$ cat src/rtl/gpu_pkg.sv
// Shared types for the shader controller: sequencer states and the
// field layout of a voxel memory word ({x, y, z, id}, x in the MSBs).
package gpu;

    typedef enum logic [3:0] {
        S_IDLE, S_VFETCH, S_PFETCH, S_PLOAD, S_RASTER,
        S_RACK, S_SHADE, S_SACK, S_WRITE, S_FINISH
    } shader_ctrl_state_t;

    // Coordinate slots sit above the palette id, counted upward from z.
    localparam int VOX_X_SLOT = 2;
    localparam int VOX_Y_SLOT = 1;
    localparam int VOX_Z_SLOT = 0;
    localparam int VOX_ID_LSB = 0;

    function automatic int vox_lsb(int slot, int coord_bits, int pal_bits);
        return pal_bits + slot * coord_bits;
    endfunction

endpackage

$ cat src/rtl/shader_controller_frame_scanner.sv
// Raster-order pixel position counter: col runs fastest, wraps into row.
module frame_scanner #(
    parameter int ROW_BITS = 8,
    parameter int COL_BITS = 8
) (
    input  logic                clock,
    input  logic                reset,
    input  logic                clear,
    input  logic                advance,
    input  logic [ROW_BITS-1:0] num_rows,
    input  logic [COL_BITS-1:0] num_cols,
    output logic [ROW_BITS-1:0] row,
    output logic [COL_BITS-1:0] col,
    output logic                last
);

    logic col_wrap;

    assign col_wrap = (col == COL_BITS'(num_cols - 1'b1));
    assign last     = col_wrap && (row == ROW_BITS'(num_rows - 1'b1));

    always_ff @(posedge clock or negedge reset) begin
        if (!reset) begin
            row <= '0;
            col <= '0;
        end else if (clear) begin
            row <= '0;
            col <= '0;
        end else if (advance) begin
            if (col_wrap) begin
                col <= '0;
                row <= row + 1'b1;
            end else begin
                col <= col + 1'b1;
            end
        end
    end

endmodule

$ cat src/rtl/shader_controller.sv
// Frame sequencer driving pixel_shader: per pixel, streams every voxel
// through the rasterize handshake, then shades and writes the framebuffer.
module shader_controller
    import gpu::*;
#(
    parameter int ROW_BITS        = 8,
    parameter int COL_BITS        = 8,
    parameter int COORD_BITS      = 8,
    parameter int PALETTE_BITS    = 8,
    parameter int FRAC_BITS       = 8,
    parameter int PIXEL_BITS      = 8,
    parameter int VOXEL_ADDR_BITS = 10
) (
    input  logic                                   clock,
    input  logic                                   reset,
    input  logic                                   start,
    input  logic [ROW_BITS-1:0]                    num_rows,
    input  logic [COL_BITS-1:0]                    num_cols,
    input  logic [VOXEL_ADDR_BITS:0]               voxel_count,
    output logic                                   busy,
    output logic                                   done,
    output logic                                   voxel_rd,
    output logic [VOXEL_ADDR_BITS-1:0]             voxel_addr,
    input  logic [3*COORD_BITS+PALETTE_BITS-1:0]   voxel_rdata,
    output logic                                   pal_rd,
    output logic [PALETTE_BITS-1:0]                pal_addr,
    input  logic [PIXEL_BITS-1:0]                  pal_rdata,
    output logic                                   do_rasterize,
    output logic                                   do_shade,
    output logic [COORD_BITS-1:0]                  voxel_x,
    output logic [COORD_BITS-1:0]                  voxel_y,
    output logic [COORD_BITS-1:0]                  voxel_z,
    output logic [PALETTE_BITS-1:0]                voxel_id,
    output logic [PIXEL_BITS-1:0]                  palette_entry,
    output logic [ROW_BITS-1:0]                    row,
    output logic [COL_BITS-1:0]                    col,
    input  logic                                   rasterizing_done,
    input  logic                                   shading_done,
    input  logic [PIXEL_BITS-1:0]                  pixel,
    output logic                                   fb_we,
    output logic [ROW_BITS-1:0]                    fb_row,
    output logic [COL_BITS-1:0]                    fb_col,
    output logic [PIXEL_BITS-1:0]                  fb_data
);

    localparam int IDX_W = VOXEL_ADDR_BITS + 1;
    localparam int X_LSB = vox_lsb(VOX_X_SLOT, COORD_BITS, PALETTE_BITS);
    localparam int Y_LSB = vox_lsb(VOX_Y_SLOT, COORD_BITS, PALETTE_BITS);
    localparam int Z_LSB = vox_lsb(VOX_Z_SLOT, COORD_BITS, PALETTE_BITS);

    shader_ctrl_state_t state_q, state_d;

    logic [ROW_BITS-1:0]   rows_q;
    logic [COL_BITS-1:0]   cols_q;
    logic [IDX_W-1:0]      count_q, idx_q, idx_next;
    logic [PIXEL_BITS-1:0] pixel_q;
    logic                  ras_ack, shd_ack;
    logic                  scan_clear, scan_adv, scan_last;

    // An ack only counts while our own request is up; requests are only
    // ever high in RASTER/SHADE, so stray acks elsewhere are ignored.
    assign ras_ack  = do_rasterize && rasterizing_done;
    assign shd_ack  = do_shade && shading_done;
    assign idx_next = idx_q + 1'b1;

    assign voxel_addr = idx_q[VOXEL_ADDR_BITS-1:0];
    assign pal_addr   = pal_rd ? voxel_rdata[VOX_ID_LSB +: PALETTE_BITS] : '0;
    assign fb_row     = row;
    assign fb_col     = col;
    assign fb_data    = pixel_q;

    always_comb begin
        state_d    = state_q;
        voxel_rd   = 1'b0;
        pal_rd     = 1'b0;
        fb_we      = 1'b0;
        scan_clear = 1'b0;
        scan_adv   = 1'b0;
        case (state_q)
            S_IDLE: if (start) begin
                scan_clear = 1'b1;
                if (num_rows == '0 || num_cols == '0) state_d = S_FINISH;
                else if (voxel_count == '0)           state_d = S_SHADE;
                else                                  state_d = S_VFETCH;
            end
            S_VFETCH: begin
                voxel_rd = 1'b1;
                state_d  = S_PFETCH;
            end
            S_PFETCH: begin
                pal_rd  = 1'b1;
                state_d = S_PLOAD;
            end
            S_PLOAD:  state_d = S_RASTER;
            S_RASTER: if (ras_ack) state_d = S_RACK;
            S_RACK:   if (!rasterizing_done) state_d = (idx_next < count_q) ? S_VFETCH : S_SHADE;
            S_SHADE:  if (shd_ack) state_d = S_SACK;
            S_SACK:   if (!shading_done) state_d = S_WRITE;
            S_WRITE: begin
                fb_we    = 1'b1;
                scan_adv = 1'b1;
                if (scan_last)           state_d = S_FINISH;
                else if (count_q == '0)  state_d = S_SHADE;
                else                     state_d = S_VFETCH;
            end
            S_FINISH: state_d = S_IDLE;
            default:  state_d = S_IDLE;
        endcase
    end

    always_ff @(posedge clock or negedge reset) begin
        if (!reset) begin
            state_q       <= S_IDLE;
            busy          <= 1'b0;
            done          <= 1'b0;
            do_rasterize  <= 1'b0;
            do_shade      <= 1'b0;
            rows_q        <= '0;
            cols_q        <= '0;
            count_q       <= '0;
            idx_q         <= '0;
            voxel_x       <= '0;
            voxel_y       <= '0;
            voxel_z       <= '0;
            voxel_id      <= '0;
            palette_entry <= '0;
            pixel_q       <= '0;
        end else begin
            state_q      <= state_d;
            busy         <= (state_d != S_IDLE);
            done         <= (state_q == S_FINISH);
            // Requests rise one cycle into RASTER/SHADE and drop on the ack.
            do_rasterize <= (state_q == S_RASTER) && !ras_ack;
            do_shade     <= (state_q == S_SHADE) && !shd_ack;
            if (state_q == S_IDLE && start) begin
                rows_q  <= num_rows;
                cols_q  <= num_cols;
                count_q <= voxel_count;
                idx_q   <= '0;
            end
            if (state_q == S_PFETCH) begin
                voxel_x  <= voxel_rdata[X_LSB +: COORD_BITS];
                voxel_y  <= voxel_rdata[Y_LSB +: COORD_BITS];
                voxel_z  <= voxel_rdata[Z_LSB +: COORD_BITS];
                voxel_id <= voxel_rdata[VOX_ID_LSB +: PALETTE_BITS];
            end
            if (state_q == S_PLOAD) palette_entry <= pal_rdata;
            if (state_q == S_RACK && !rasterizing_done)
                idx_q <= (idx_next < count_q) ? idx_next : '0;
            if (shd_ack) pixel_q <= pixel;
        end
    end

    frame_scanner #(
        .ROW_BITS (ROW_BITS),
        .COL_BITS (COL_BITS)
    ) u_scan (
        .clock    (clock),
        .reset    (reset),
        .clear    (scan_clear),
        .advance  (scan_adv),
        .num_rows (rows_q),
        .num_cols (cols_q),
        .row      (row),
        .col      (col),
        .last     (scan_last)
    );

endmodule

$ cat config.mk
export PLATFORM = sky130hd
export DESIGN_NAME = shader_controller
export DESIGN_NICKNAME = d
export VERILOG_FILES = /design/src/rtl/gpu_pkg.sv /design/src/rtl/shader_controller_frame_scanner.sv /design/src/rtl/shader_controller.sv
export SDC_FILE = /design/constraint.sdc
export NUM_CORES = 1
export LEC_CHECK = 0
export BUFFER_PORTS_ARGS = -buffer_cell sky130_fd_sc_hd__buf_4
export CORE_AREA = 2 2 116 175
export DETAILED_ROUTE_END_ITERATION = 16
export DIE_AREA = 0 0 118 177
export GPL_TIMING_DRIVEN = 0
export PLACE_DENSITY_LB_ADDON = 0.3
export SKIP_CTS_REPAIR_TIMING = 1
export SLEW_MARGIN = 20
export SYNTH_ARGS = -nofsm -noshare
export SYNTH_HDL_FRONTEND = slang
export SYNTH_SLANG_ARGS = --single-unit
$ cat constraint.sdc
create_clock -name clock -period 3.3 [get_ports clock]
set_input_delay 0.165 -clock clock [delete_from_list [all_inputs] [get_ports clock]]
set_output_delay 0.165 -clock clock [all_outputs]
set_load 0.01 [all_outputs]
==> run metrics <==
status=completed; ys flop type=dfrtp_1; first-pass GRT wire length=24.6 mm; clock sink total=110; clk_lat worst skew=0.37 ns; H-tree depth=3; Slew @ Worst Pin=0.902 ns; vias=between 4000 and 5000; count of flip-flops with a built-in enable after synthesis=0; Hold Crit Depth=3; vias in the first global route=around 4800; drc violations=0; most frequent cell after synthesis=dfrtp_1; ys async rst share=1.00; Die Area=20900 µm²; GRT overflow=0; row count=63; fin cells=1021; RSZ-0062 raised after global routing=false; Crit path max-delay family=simple AND/OR/NAND/NOR gates; Buf/Inv on CP=1; Final Util=0.402; leakage power=around 3.8 nW; num ports=185; Worst-path clk slew=about 0.080 ns; synth warn=0; Post-Syn Area=5730 µm²; Die H=about 180 µm; post-synthesis cell type count=57; RD Place Congestion=between 0.7 and 0.8; Final Slew Violations=0; Critical Path Stages=12; drt total wl=around 15 mm; CTS tree=yes; ratio of final minimum period to clock period=0.941; GRT Total Usage=0.149; DRT antenna net count=0; largest net degree at the start of global routing=61; critical path class=reg -> reg; routed vias/inst=~4.7; Avg Synthesized Cell Area=~10 µm²; P&R area growth vs syn=36.7%; Worst setup SP type=register; crit path DAT=roughly 3.3 ns; CP required=3.53 ns; port buffer count=184; largest cells by area after synthesis=dfrtp_1 48%, mux2_2 9.6%, nand2_1 4.9%; CTS buffer count=9; Iter 0 DRT Violations=approximately 250; fmax=roughly 320 MHz; fin nets=around 850; worst hold path class=in -> reg; Setup crit end kind=register; detailed placer's ending HPWL=~12 mm; Post-synth top cells=110 x dfrtp_1, 75 x nand2_1, 49 x mux2_2; Pre-Repair DR Iteration Count=6; initial antenna violation count=0; post-synthesis sequential area ratio=0.481; skew final=0.0138 ns; Final Total Pwr=approximately 6.0 mW; Initial Util=0.294; Cell Pwr Density=around 770 nW/µm²; Yosys reg bits=110; WL per Instance=15.2 µm; fin crit period=~3.1 ns; Max IR drop VDD=approximately 390 µV; Reg2Reg Depth=12; DP Cell Count=~1000; max_slew headroom=0.394; Largest stage delay, worst path=roughly 0.53 ns; final-report hold violation count=0; clock buffer depth=2; Worst path slowest cell=or4b_1; critical path peak fanout=8; largest area contributor in the netlist=dfrtp_1; core area=19500 µm²; n_diodes=0; cell count after synthesis=between 500 and 600; Final setup viols=0; max_cap viols=0; top cell type's share of synthesized area=0.481; Net Count, Synth=~650; Root Driver=clkbuf_16; die width=118 µm; Cell Chain, Critical Path=nand3_1 -> inv_1 -> and3_1 -> xor2_1 -> ha_1 -> nand2_1 -> o21ai_0 -> o21bai_1 -> a211oi_1 -> o221a_2 -> o21ai_1 -> or4b_1; share of cells above drive strength 1=0.389
sequential cells by signal, summed over array words and instances (netlist names), 8 cells and up:
signal         count
u_scan.row         8
count_q           11
rows_q             8
voxel_z            8
u_scan.col         8
voxel_id           8
idx_q             11
palette_entry      8
voxel_y            8
cols_q             8
fb_data            8
voxel_x            8
path summary, 6_finish.rpt:
path	startpoint	to	slack, ns
setup reg to reg	idx_q[2]	busy	0.20
hold / removal	num_cols[2]	cols_q[2]	0.0003
hold reg to reg	rows_q[7]	rows_q[7]	0.50
min in group asynchronous	reset	fb_data[3]	0.36
setup / recovery	idx_q[2]	busy	0.20
max in group asynchronous	reset	count_q[6]	2.28
worst reg2reg max path: cells and delay by family (launching register included):
kind                       cells  cell delay [ns]
and+or+nand+nor                4             0.94
AOI/OAI and AO/OA              5             0.93
DFF                            1             0.44
adders and majority gates      1             0.29
xor gates and xnor gates       1             0.23
buffers and inverters          1             0.16
cells in the final DEF (no fill, tap or decap), drive strengths merged, types with 14 or more instances in the layout:
cell type	synthesis	routed
nand3	17	17
inv	22	27
nand2	75	75
o21ai	35	35
dfrtp	110	110
buf	30	216
a21oi	14	14
ha	16	16
xnor2	16	16
mux2	49	49
nor2	22	22
clkbuf	17	26
stage by stage:
stage	TNS [ns]	setup WS, ns	hold WS (ns)	area [µm²]
6_report	0	0.195	0.000306	7830
5_1_grt	0	0.000697	0.00311	7830
4_1_cts	-0.336	-0.336	-0.199	7780
3_5_place_dp	-0.326	-0.326	0.196	7470
3_3_place_gp	-0.325	-0.325	0.368	7430
2_1_floorplan	0	0.416	-0.131	5730
report_power, final:
group	switching [mW]	internal (mW)	leakage, nW
registers	0.346	1.86	1.38
logic	1.30	1.34	2.23
clock network	0.556	0.605	0.152
cell families after synthesis:
| kind of cell | synth area share |
|---|---|
| simple gates | 0.167 |
| flops | 0.481 |
| compound gates | 0.109 |
| buf+inv | 0.0642 |
| mux | 0.0998 |
| xor+xnor | 0.0444 |
| fa+ha+maj | 0.0350 |
metal layers:
layer / global-route usage / vias up / wire (µm)
li1: - / 2344 / -
met1: 0.158 / 2356 / 5860
met2: 0.286 / 114 / 8640
met3: 0.0325 / 15 / 724
met4: 0.0537 / 0 / 255
met5: 0 / - / 0
cell type report:
class                      count  area, µm²
multi-input combinational    378       2630
buffer                        47        285
timing repair buffer         188       1440
clock buffer                   9        225
tap                          260        325
sequential                   110       2760
clock inverter                 7       82.6
inverter                      22       82.6
fill                        1952      11600
No activity file was read; power rests on OpenSTA's default activity.
